File: src/rtl/ad9226_pkg.sv
// Shared ADC sample-format constants and the FIFO reader state set, used by the
// packing writer, this reader and the W5500 controller.
package ad9226_pkg;

   localparam int ADC_BITS_DEF = 12;
   localparam int SAMPLES_DEF  = 4;

   function automatic int getWordW(input int adcBits, input int samples);
      return adcBits * samples;
   endfunction

   function automatic int getBytesPerWord(input int adcBits, input int samples);
      return (adcBits * samples) / 8;
   endfunction

   typedef enum logic [1:0] {
      IDLE,
      READ,
      LOAD,
      SEND
   } readerState_t;

endpackage

File: src/rtl/ad9226_fifo_reader.sv
// Pops packed ADC sample words from the sample FIFO and streams them MSB-first as
// bytes with valid/ready, flagging the final byte of every frame for the W5500 side.
module ad9226_fifo_reader
   import ad9226_pkg::*;
#(
   parameter int ADC_BITS        = ADC_BITS_DEF,
   parameter int SAMPLES         = SAMPLES_DEF,
   parameter int WORDS_PER_FRAME = 256
) (
   input  logic                         sys_clk,
   input  logic                         reset_n,
   input  logic                         fifo_empty,
   input  logic [ADC_BITS*SAMPLES-1:0]  fifo_data,
   output logic                         fifo_read_enable,
   input  logic                         byte_ready,
   output logic                         byte_valid,
   output logic [7:0]                   byte_data,
   output logic                         byte_last,
   output logic                         busy
);

   localparam int WORD_W         = getWordW(ADC_BITS, SAMPLES);
   localparam int BYTES_PER_WORD = getBytesPerWord(ADC_BITS, SAMPLES);
   localparam int IDX_W          = (BYTES_PER_WORD > 1) ? $clog2(BYTES_PER_WORD) : 1;
   localparam int CNT_W          = (WORDS_PER_FRAME > 1) ? $clog2(WORDS_PER_FRAME) : 1;
   localparam logic [IDX_W-1:0] LAST_IDX  = IDX_W'(BYTES_PER_WORD - 1);
   localparam logic [CNT_W-1:0] LAST_WORD = CNT_W'(WORDS_PER_FRAME - 1);

   generate
      if ((WORD_W % 8) != 0 || WORD_W == 0) begin : g_badWordWidth
         $error("ad9226_fifo_reader: ADC_BITS*SAMPLES must be a nonzero multiple of 8");
      end
      if (WORDS_PER_FRAME < 1) begin : g_badFrameLength
         $error("ad9226_fifo_reader: WORDS_PER_FRAME must be at least 1");
      end
   endgenerate

   readerState_t        r_state, w_stateNext;
   logic                r_readEn, w_readEnNext;
   logic                r_valid, w_validNext;
   logic [7:0]          r_data, w_dataNext;
   logic                r_last, w_lastNext;
   logic                r_busy, w_busyNext;
   logic [WORD_W-1:0]   r_shift, w_shiftNext, w_shifted;
   logic [IDX_W-1:0]    r_byteIdx, w_byteIdxNext;
   logic [CNT_W-1:0]    r_wordCnt, w_wordCntNext;
   logic                w_frameEnd;

   always_ff @(posedge sys_clk or negedge reset_n) begin
      if (!reset_n) begin
         r_state   <= IDLE;
         r_readEn  <= 1'b0;
         r_valid   <= 1'b0;
         r_data    <= '0;
         r_last    <= 1'b0;
         r_busy    <= 1'b0;
         r_shift   <= '0;
         r_byteIdx <= '0;
         r_wordCnt <= '0;
      end else begin
         r_state   <= w_stateNext;
         r_readEn  <= w_readEnNext;
         r_valid   <= w_validNext;
         r_data    <= w_dataNext;
         r_last    <= w_lastNext;
         r_busy    <= w_busyNext;
         r_shift   <= w_shiftNext;
         r_byteIdx <= w_byteIdxNext;
         r_wordCnt <= w_wordCntNext;
      end
   end

   // Every output is computed here one cycle ahead so it leaves the block from a flop.
   always_comb begin
      w_stateNext   = r_state;
      w_readEnNext  = 1'b0;
      w_validNext   = r_valid;
      w_dataNext    = r_data;
      w_lastNext    = r_last;
      w_shiftNext   = r_shift;
      w_byteIdxNext = r_byteIdx;
      w_wordCntNext = r_wordCnt;
      w_shifted     = r_shift << 8;
      w_frameEnd    = (r_wordCnt == LAST_WORD);

      case (r_state)
         IDLE: begin
            if (!fifo_empty) begin
               w_readEnNext = 1'b1;
               w_stateNext  = READ;
            end
         end
         READ: begin
            w_stateNext = LOAD;
         end
         LOAD: begin
            w_shiftNext   = fifo_data;
            w_validNext   = 1'b1;
            w_dataNext    = fifo_data[WORD_W-1 -: 8];
            w_byteIdxNext = '0;
            w_lastNext    = (BYTES_PER_WORD == 1) && w_frameEnd;
            w_stateNext   = SEND;
         end
         SEND: begin
            if (r_valid && byte_ready) begin
               if (r_byteIdx != LAST_IDX) begin
                  w_shiftNext   = w_shifted;
                  w_dataNext    = w_shifted[WORD_W-1 -: 8];
                  w_byteIdxNext = r_byteIdx + IDX_W'(1);
                  w_lastNext    = ((r_byteIdx + IDX_W'(1)) == LAST_IDX) && w_frameEnd;
               end else begin
                  w_validNext   = 1'b0;
                  w_lastNext    = 1'b0;
                  w_wordCntNext = w_frameEnd ? '0 : r_wordCnt + CNT_W'(1);
                  w_stateNext   = IDLE;
               end
            end
         end
         default: begin
            w_stateNext = IDLE;
         end
      endcase

      w_busyNext = (w_stateNext != IDLE);
   end

   assign fifo_read_enable = r_readEn;
   assign byte_valid       = r_valid;
   assign byte_data        = r_data;
   assign byte_last        = r_last;
   assign busy             = r_busy;

endmodule

File: config.mk
export PLATFORM = sky130hd
export DESIGN_NAME = ad9226_fifo_reader
export DESIGN_NICKNAME = d
export VERILOG_FILES = /design/src/rtl/ad9226_pkg.sv /design/src/rtl/ad9226_fifo_reader.sv
export SDC_FILE = /design/constraint.sdc
export NUM_CORES = 1
export LEC_CHECK = 0
export CELL_PAD_IN_SITES_DETAIL_PLACEMENT = 1
export CELL_PAD_IN_SITES_GLOBAL_PLACEMENT = 1
export CORE_MARGIN = 2
export CORE_UTILIZATION = 38
export CTS_CLUSTER_DIAMETER = 200
export DETAILED_ROUTE_END_ITERATION = 8
export GPL_TIMING_DRIVEN = 0
export PLACE_DENSITY_LB_ADDON = 0.15
export SLEW_MARGIN = 20
export SYNTH_ARGS = -nofsm -noshare
export SYNTH_HDL_FRONTEND = slang
export SYNTH_SLANG_ARGS = --single-unit
export TNS_END_PERCENT = 5
File: constraint.sdc
create_clock -name sys_clk -period 1.7 [get_ports sys_clk]
set_input_delay 0.34 -clock sys_clk [delete_from_list [all_inputs] [get_ports sys_clk]]
set_output_delay 0.34 -clock sys_clk [all_outputs]
set_load 0.005 [all_outputs]
# --- Word-level counts from Yosys, hierarchy flattened ---
# Cells that the tools add are included.
# W data, S select, Z words.
word_totals:
  in_bits: 52
  register_bits: 65
  out_inout_bits: 12
  wordCells: 52
classes:
  n_eq_ne: 9
  n_addsub: 2
  bitwise: 1
  muxes: 22
  n_reduce_logical: 9
op_table:
  columns: ["operator", "count"]
  rows:
  - ["$mux W40", 2]
  - ["$pmux W40 S2", 1]
  - ["$mux W8", 3]
  - ["$pmux W8 S2", 1]
  - ["$reduce_and A3 Y1", 3]
  - ["$add A8 B1 Y8 const B", 1]
  - ["$eq A8 B8 Y1 const B", 1]
  - ["$pmux W2 S4", 1]
  - ["$mux W1", 6]
  - ["$mux W2", 3]
  - ["$mux W3", 2]
  - ["$ne A2 B2 Y1 const B", 3]
  - ["$pmux W3 S2", 1]
  - ["$eq A2 B2 Y1 const B", 2]
  - ["$pmux W1 S2", 2]
  - ["$reduce_bool A2 Y1", 2]
  - ["$add A3 B1 Y3 const B", 1]
  - ["$eq A3 B3 Y1 const B", 1]
  - ["$ne A3 B3 Y1 const B", 1]
  - ["$eq A2 B1 Y1 const B", 1]
  - ["$logic_and A1 B1 Y1", 2]
  - ["$logic_not A2 Y1", 1]
  - ["$reduce_and A2 Y1", 1]
  - ["$not A1 Y1", 1]

# --- Depth between registers and ports, before layout ---
logic_depth:
  depth_word: 6
  depth_mapped: 7
  ltp_nobuf: 6

# --- Worst setup path after synthesis ---
# OpenSTA, ideal clock, no wires.
synth_path:
  kind: "reg-to-reg"
  from: "register r_byteIdx[1]"
  to: "register r_data[0], in the netlist byte_data[0]"
  required_time_ns: 1.575
  path_stages_with_launch: 7
  setup_ns: 0.125
  slack_ns: 0.074
  path_buffers: 1
  period_less_slack_ns: 1.626
  arrival_ns: 1.502
  path_cell_list: "dfrtp_1 > inv_1 > ha_1 > a21oi_1 > o21ai_1 > buf_2 > mux2_2"
synth_between:
  elab_chain_cells: 3
synth_rtl:
  columns: ["element", "line_no", "source"]
  rows:
  - ["from (decl)", "ad9226_fifo_reader.sv:45", "logic [IDX_W-1:0] r_byteIdx, w_byteIdxNext;"]
  - ["from (signal assigned)", "ad9226_fifo_reader.sv:68", "r_byteIdx <= w_byteIdxNext;"]
  - ["$ne A3 B3 Y1", "ad9226_fifo_reader.sv:106", "if (r_byteIdx != LAST_IDX) begin"]
  - ["$ne A2 B2 Y1 (no line)", null, null]
  - ["$reduce_and A3 Y1 (no line)", null, null]
  - ["to (signal assigned)", "ad9226_fifo_reader.sv:64", "r_data <= w_dataNext;"]
  - ["to (decl)", "ad9226_fifo_reader.sv:41", "logic [7:0] r_data, w_dataNext;"]
# No other way between the ends.
# A chain may end at the register's enable or synchronous reset.

# --- Final worst setup path ---
layout_path:
  from: "register r_state[1]"
  to: "register r_data[0], in the netlist byte_data[0]"
layout_between:
  elab_chain_cells: 3
  word_cells_on_any_way: 7
  cone_classes: "eq/ne (4); mux (1); reduce/logical (2)"
layout_rtl:
  columns: ["element", "line_no", "source"]
  rows:
  - ["from (decl)", "ad9226_fifo_reader.sv:38", "readerState_t r_state, w_stateNext;"]
  - ["from (signal assigned)", "ad9226_fifo_reader.sv:61", "r_state <= w_stateNext;"]
  - ["$eq A2 B2 Y1", "ad9226_fifo_reader.sv:86", "case (r_state)"]
  - ["$ne A2 B2 Y1 (no line) / $reduce_bool A2 Y1 (equally long branches)", null, null]
  - ["$reduce_and A3 Y1 (no line)", null, null]
# Parallel ways exist; a longest one is shown, timed or not.

==> metrics.cfg <==
[logic_synthesis]
synth_area_leaders=dfrtp_1, mux2_4, mux2_2
synth_cell_types=36
synth_edf_count=0
async_flop_share_pct=100
yosysMostFrequentCell=dfrtp_1
yosysTopAreaCell=dfrtp_1
synth_seq_area_share_pct=50.0
synth-main-ff-cell=dfrtp_1
ys_top_cells_by_count=dfrtp_1, mux2_2, mux2_4
synth_top_area_share_pct=50.0
postSynthAreaPerCell_um2=14.0
yosysWarnings=0
syn_area_mm2=0.00325
synthCells=233
postSynthNetCount=289
synth_seq_cells=65

[timing]
slew_violations=0
slew_headroom_pct=71.4
layout_min_cycle_time_ps=1660
fin_ws_ps=37.1
rsz0062_at_grt=yes
hold_viol=0
finalClockSkew_ps=10.9
setup_viol_count_final=0
max_freq_ghz=0.601
tightest_slew_ps=430
finalCritPeriodShare_pct=97.8

[power_and_ir_drop]
power_leakage_nw=2.09
peakVddDrop_v=0.000695
power_per_cell_area_mw_per_mm2=1530
power.total_mw=6.67

[cells_and_area]
drive_gt1_share_pct=38.6
seqCellArea_mm2=0.00163
area_growth_syn_to_layout_pct=33.9
fillerInstances=845
nets=367
multi_input_area_mm2=0.00154
stdcell_area_mm2=0.00435
diodes=0

[routing]
wirelength_mm=6.58
routedWlPerCell_um=15.6
ant_nets=0
drt_iter0_markers=40
num_vias=2083
viasPerCell=4.95
drc_errors=0
first_pass_iters=4

[global_route]
grtUsageTotal_pct=15.6
overflow=0
grt_use_met1_pct=20.0
grt_use_met2_pct=25.7
grt_pass1_vias=2227
grt_first_pass_wirelength_mm=10.8
grt_max_degree=52
globalRoute.busiestLayer=met2
antenna_found_initial=0
grt_use_met3_pct=3.26

[clock_tree]
clk_pin_slew_ps=70
clk_latency_ps=340
cts_made_buffers=9
htreeDepth=3
cts_root_buffer=clkbuf_8
cts_sinks=65
clockBufferDepth=2
tritoncts=built

[critical_path]
crit_type=reg -> reg
critPathArrivalTime_ps=1890
crit_fanout=10
path_buf_inv=3
cp.required_ps=1920
crit_path_start_kind=flip-flop
crit_chain=buf_4 -> and2_4 -> buf_6 -> buf_6 -> mux2_4 -> mux2_2
crit_path_frequent_cell=buf_6
critPathSlowestCell=dfrtp_1
cp_top_family=multiplexers
end_kind=flip-flop
ff2ff_setup_slack_ps=40
critPathMaxStageDelay_ps=330

[placement]
placedInstanceArea_mm2=0.00404
port_buffers=63
hpwl_mm=4.86
place_congestion=0.700
dp_slack_ps=-498

[min_path]
worst_hold_path_type=in -> async

[floorplan]
die_area_mm2=0.00931
start_util_pct=39.4
die_w_um=96.5
coreArea_mm2=0.00826
die_y_um=96.5
pin_count=64
num_rows=33

[status]
status=completed

[job]
drv_cap=0

logic make-up (layout without fill, tap and decap cells):
logic type / count (synthesis) / after routing / share of synthesized area (%)
AO/OA/AOI/OAI: 28 / 28 / 6.00
XOR/XNOR: 4 / 4 / 1.08
multiplexers: 80 / 80 / 32.0
flip-flops: 65 / 65 / 50.0
AND/OR/NAND/NOR: 34 / 34 / 5.27
buffers and inverters: 18 / 101 / 4.12
adder cells (fa/ha/maj): 4 / 4 / 1.54
sequential cells by signal (all words and copies together) (netlist names):
| register | flops |
|---|---|
| fifo_read_enable | 1 |
| r_wordCnt | 8 |
| r_byteIdx | 3 |
| byte_last | 1 |
| busy | 1 |
| r_shift | 40 |
| byte_data | 8 |
| byte_valid | 1 |
| r_state | 2 |
worst paths after layout:
path,startpoint,end,cells after the start
worst max register to register,r_state[1],byte_data[0],6
worst min register to register,r_wordCnt[5],r_wordCnt[5],1
worst min-delay path,reset_n,busy,2
min in group sys_clk,r_wordCnt[5],r_wordCnt[5],1
max in group asynchronous,reset_n,r_byteIdx[0],3
worst max-delay path,r_state[1],byte_data[0],6
worst register-to-register path, stage by stage (launching register included):
cell and delay, ps:
dfrtp_1 330, buf_4 170, and2_4 160, buf_6 130, buf_6 180, mux2_4 310
mux2_2 260
timing repair:
| action | CTS | global route |
|---|---|---|
| hold buffers | 1 | 0 |
| endpoints found under the setup margin | 51 | 57 |
| endpoints found under the hold margin | 14 | 0 |
| buffers inserted | 2 | 1 |
| resized for setup | 9 | 7 |
| pin swaps | 1 | 1 |
final cells by class:
class                   instances  area share [%]
well taps                     105            3.02
clock inverters                 5            1.78
multi-input cells             150            35.3
repair buffers                 68            15.8
flip-flops and latches         65            37.4
inverters                       4           0.345
plain buffers                  13            2.87
clock buffers                  11            3.48
metal layers:
layer / vias up / share of wire [%]
met5: - / 0
met1: 1038 / 46
met2: 43 / 48
met3: 9 / 3.9
li1: 993 / -
met4: 0 / 1.9
cells in the final DEF, fill, tap and decap left out, types with 2 or more instances in the layout:
cell and count:
a21o_1 2, a21oi_1 4, a22o_1 8, buf_4 9, buf_6 3, buf_8 3, bufinv_16 2, clkbuf_8 11
clkdlybuf4s50_1 62, clkinv_2 2, dfrtp_1 65, ha_1 3, inv_1 3, mux2_2 43, mux2_4 37, nand2_1 11
nand3_1 7, nand4_1 4, nor2_1 4, o21ai_0 5, xnor2_1 3
stage by stage:
step	util [%]	hold WS [ps]	setup TNS [ps]	instances
6_report	52.7	402	0	421
5_1_grt	52.7	426	-244	421
4_1_cts	52.3	401	0	421
3_5_place_dp	48.9	222	-25130	402
3_3_place_gp	48.6	467	-155110	401
2_1_floorplan	-	44.4	0	233
power by group:
part	internal, mW	switching [mW]	leakage, nW
logic	1.84	0.968	1.13
registers	2.06	0.316	0.850
clock network	0.900	0.584	0.115
total	4.80	1.87	2.09
(Power assumes the default switching activity.)
==> patch 1 (same flow settings) <==
Reset style: synchronous (`reset_n`), changed in one clocked block.
--- a/src/rtl/ad9226_fifo_reader.sv
+++ b/src/rtl/ad9226_fifo_reader.sv
@@ -46,7 +46,7 @@
    logic [CNT_W-1:0]    r_wordCnt, w_wordCntNext;
    logic                w_frameEnd;
 
-   always_ff @(posedge sys_clk or negedge reset_n) begin
+   always_ff @(posedge sys_clk) begin
       if (!reset_n) begin
          r_state   <= IDLE;
          r_readEn  <= 1'b0;
Formal check against the unedited RTL: differs if reset_n is asserted again (counterexample within 4 cycles, from zero or initial values and one cycle with reset_n low); with reset_n held inactive, the same outputs for 10 cycles.
==> patch 1 against the original RTL <==
Global-route usage is 5.8 points higher. Setup slack better by 0.022 ns. Critical path depth is 2 higher. Design area is 1.1% higher. Sequential cell count stayed put. Synthesized area is 0.46% higher. Routed wire length is 47% higher. Sequential share of layout area is 7.7 points lower. Highest routed layer unchanged.
Power is not compared: it rests on default switching activity, and its combinational part moved more than twofold at a synthesized area within 25%.
==> patch 1: results (changes against the original RTL) <==
Min path
  • Worst hold-check path type: reg -> reg
  • Hold Startpoint: r_shift[6]$_SDFFE_PN0P_

Synthesis
  • Yosys cell types: 33 (-8.3%)
  • Post-synth top cells: dfxtp_1 (65), nand2_1 (59), a21oi_1 (53)
  • Synth Area in Compound Gates: 30.22% (+24 points)
  • Post-Synth XOR/XNOR Area: 1.877% (+0.80 points)
  • Post-Syn Nets: 418 (+45%)
  • Post-Syn Area per Cell: 9.025 um^2 (-35%)
  • Synth area leaders: dfxtp_1 (40%), a311oi_2 (18%), a21oi_1 (8.1%)
  • Adder-Cell Fraction of Synth Area: 1.532% (-0.0071 points)
  • Register area share after synthesis: 39.83% (-10 points)
  • Ys async rst share: 0% (-100 points)
  • Post-synthesis mux area share: 0.3064% (-32 points)

Global route
  • Vias in the first global route: 3218 (+44%)
  • Wire length of the first global-routing pass: 16.39 mm (+52%)
  • Largest net degree at the start of global routing: 11 (-79%)
  • GRT Util Overall: 21.42% (+5.8 points)

Critical path
  • RR Startpoint: r_byteIdx[1]$_SDFFE_PN0P_
  • Critical path data arrival time: 1.85 ns (-0.04 ns)
  • Crit Path Max Fanout: 7 (-3)
  • Crit path from: r_byteIdx[1]$_SDFFE_PN0P_

Placement
  • Placed instance count: 530 (+32%)
  • Post-place setup slack: -0.3570 ns (+0.1406 ns)
  • HPWL after DPL: 6.661 mm (+37%)
  • Placed inst area: 0.004033 mm^2 (-0.15%)
  • GP Congestion: 0.7817 (+12%)

Clock tree
  • Post-CTS Hold Buffers: 0 (-1)
  • CTS Buf Count: 9 (unchanged)
  • Reg clk slew, reported paths: 0.07 ns (about the same)
  • Sink Count: 65 (unchanged)
  • H-tree levels: 3 (unchanged)

Timing
  • Slew Limit Headroom: 55.62% (-16 points)
  • Final Skew: 0.004954 ns (-0.005949 ns)

Detailed routing
  • First DRT Iteration DRCs: 74 (+85%)
  • Via density: 5.433 (+9.8%)
  • Routed wire length: 9.677 mm (+47%)

Pwr
  • LEAKAGE: 1.545 nW

Finish
  • Final #Nets: 499 (+36%)
  • Layout cells sized above 1: 22.60% (-16 points)
  • Final non-filler cell total: 552 (+31%)
  • Fillcell total: 983 (+16%)

Run status
  • Status: finished clean
==> patch 1: area by class of cell <==
class                           instances  area, um^2  area share, %
Buffer                                 35       254.0          5.769
Clock buffer                           11       131.4          2.984
Clock inverter                          4       45.04          1.023
Inverter                                5       18.77         0.4263
Multi-Input combinational cell        255        1749          39.73
Sequential cell                        65        1304          29.61
Tap cell                              105       131.4          2.984
Timing Repair Buffer                   72       769.5          17.48
==> patch 1: critical path: stages (launching register included) <==
cell	delay, ns
dfxtp_2	0.33
inv_2	0.05
ha_4	0.16
and2_4	0.19
o21a_4	0.24
nor2_8	0.13
buf_12	0.16
clkbuf_16	0.16
a311oi_2	0.07
==> patch 1: through the flow <==
step / TNS (ns) / power, W
global route: -0.01605 / 0.004105
global placement: -15.54 / 0.002564
finish: 0 / 0.003930
CTS: 0 / 0.003901
floorplan: 0 / 0.002261
detailed placement: -16.87 / 0.002585
==> patch 1: metal layers <==
| metal | track usage (%) | vias up | wire, um |
|---|---|---|---|
| met5 | 0 | - | 0 |
| met4 | 8.992 | 0 | 237 |
| met3 | 3.107 | 20 | 274 |
| met2 | 34.51 | 62 | 4546 |
| met1 | 28.69 | 1432 | 4619 |
| li1 | - | 1485 | - |
==> patch 1: worst paths after layout <==
check	cells past startpoint	end	slack, ns
min	2	r_shift[6]$_SDFFE_PN0P_	0.49
max	8	byte_data[6]$_SDFFE_PN0P_	0.06
max reg2reg	8	byte_data[6]$_SDFFE_PN0P_	0.06
min reg2reg	2	r_shift[6]$_SDFFE_PN0P_	0.49
==> patch 1: cell families (layout without fill, tap and decap cells) <==
family / count (synthesis) / count (layout)
and+or+nand+nor: 130 / 130
AOI/OAI and AO/OA: 113 / 113
DFF: 65 / 65
buffers and inverters: 42 / 127
xor gates and xnor gates: 7 / 7
adders and majority gates: 4 / 4
muxes: 1 / 1
==> patch 1: where the power goes <==
group	total (W)	switching, W	internal, W
Sequential	0.00171	0.0000708	0.00164
Clock	0.00127	0.000611	0.000664
Combinational	0.000943	0.000484	0.000459
==> patch 1: timing repair <==
action                                 4_1_cts  5_1_grt
resized for setup                           13       33
cloned                                       2        2
endpoints found under the hold margin        0        0
buffers inserted                             5        0
pin swaps                                    2        5
setup endpoints to repair                   42       50
==> patch 2 (same settings) <==
Made on the original files. Change the package constant `SAMPLES_DEF` from 4 to 8.
--- a/src/rtl/ad9226_pkg.sv
+++ b/src/rtl/ad9226_pkg.sv
@@ -3,7 +3,7 @@
 package ad9226_pkg;
 
    localparam int ADC_BITS_DEF = 12;
-   localparam int SAMPLES_DEF  = 4;
+   localparam int SAMPLES_DEF  = 8;
 
    function automatic int getWordW(input int adcBits, input int samples);
       return adcBits * samples;
Ports: changed (resized fifo_data); port bits go from 64 to 112. The function was not compared with the original's and may differ.
==> patch 2 against the original RTL <==
The run now ends with negative setup slack left. Critical path depth up 2. Hold slack better by 0.044 ns. Global-route usage grew 7.1 points. Non-clock buffer count rose by 94. First-iteration DRC count rose to 5.6 times the old value. Sequential power increased by 82%. Routed wire length grew to 2.7 times the old value. Setup slack lost 0.12 ns. Largest cell class unchanged. Sequential cell count grew 49. Clock power grew to 2.6 times the old value. Power rose by 82%. Design area is 83% higher. Synthesized area up 69%.
==> patch 2: results (changes against the original RTL) <==
Timing
  • Setup TNS: -3.357 ns (-3.357 ns)
  • Final WS setup: -0.08546 ns (-0.1226 ns)
  • Setup Viol. Count Final: 85 (+85)
  • Final Skew: 0.005790 ns (-0.005113 ns)

Placement
  • Placed inst area: 0.006868 mm^2 (+70%)
  • PortBufs: 111 (+76%)
  • Placed instance count: 803 (+100%)

Synthesis
  • Post-Syn Area per Cell: 10.77 um^2 (-23%)
  • Yosys cell types: 34 (-5.6%)
  • Post-Syn Nets: 614 (+110%)
  • Register area share after synthesis: 51.84% (+1.8 points)

Clock tree
  • Reg clk slew, reported paths: 0.05 ns (-0.02 ns)
  • Root Buffer: clkbuf_16
  • CTS Buf Count: 17 (+8)

Detailed routing
  • Metal2 WL: 8.925 mm (+180%)
  • First DRT Iteration DRCs: 225 (+460%)
  • Routed wire length: 17.83 mm (+170%)
  • Via density: 5.671 (+15%)
  • Wire per inst: 21.10 um (+35%)
  • DR WL met3: 664 um (+160%)
  • Wl on met1: 8.063 mm (+160%)

Pwr
  • Pint: 0.008273 W (+72%)
  • LEAKAGE: 3.622 nW (+73%)

Global route
  • Wire length of the first global-routing pass: 27.82 mm (+160%)
  • Grt met3 use: 4.854% (+1.6 points)
  • Met1 usage: 30.68% (+11 points)

Critical path
  • Setup crit end: r_shift[23]$_DFFE_PN0P_
  • RR Startpoint: r_byteIdx[0]$_DFFE_PN0P_

Finish
  • Largest register FFs: 88 (+120%)
  • Seq. cell area: 0.002854 mm^2 (+75%)
  • Non-clk buf share: 21.82% (+3.1 points)
  • Non-clock buffer count: 175 (+120%)

Run status
  • Failing checks: negative setup slack
  • Status: finished, violations left
[patch 2: cell types whose count changed after synthesis, sizes merged, moves of 4 or more]
cell    delta
a21oi     +86
a22o       -7
a31oi     +88
a32o       +7
buf       +17
clkbuf    +22
dfrtp     +49
mux2      -80
mux2i     +88
nand3      -4
or3        +4
[patch 2: kinds of logic (layout without fill, tap and decap cells)]
family                   Yosys count  in the layout  share of synthesized area (%)
adder cells (fa/ha/maj)            3              3                         0.6822
AO/OA/AOI/OAI                    205            205                          21.96
XOR/XNOR                           4              4                         0.6366
AND/OR/NAND/NOR                   40             40                          3.797
flip-flops                       114            114                          51.84
multiplexers                      88             88                          16.01
buffers and inverters             57            211                          5.070
[patch 2: power groups by stage]
stage               registers [W]  clock network, W  logic [W]
detailed placement        0.00428                 0    0.00325
global placement          0.00424                 0    0.00310
global route              0.00442           0.00399    0.00438
CTS                       0.00425           0.00388    0.00348
finish                    0.00432           0.00382    0.00398
floorplan                 0.00405                 0    0.00214
[patch 2: through the flow]
stage	hold slack (ns)	total power, W	setup WS, ns
finish	0.4457	0.01213	-0.08546
global route	0.4831	0.01279	-0.1465
CTS	0.4498	0.01161	-0.08993
detailed placement	0.3217	0.007531	-0.4797
global placement	0.4606	0.007338	-4.209
floorplan	0.04441	0.006195	0.01499
[patch 2: critical path: cells and delay by family, from the launching register on]
kind	cells	cell delay, ns
buffers and inverters	3	0.45
AND/OR/NAND/NOR	1	0.24
adder cells (fa/ha/maj)	1	0.19
AO/OA/AOI/OAI	3	0.40
flip-flops	1	0.42
[patch 2: repair_timing]
item,in CTS,in global routing
hold buffers,1,0
endpoints found under the hold margin,49,0
pin swaps,3,15
resized for setup,35,61
gates cloned,1,5
buffers inserted,1,3
endpoints found under the setup margin,111,110
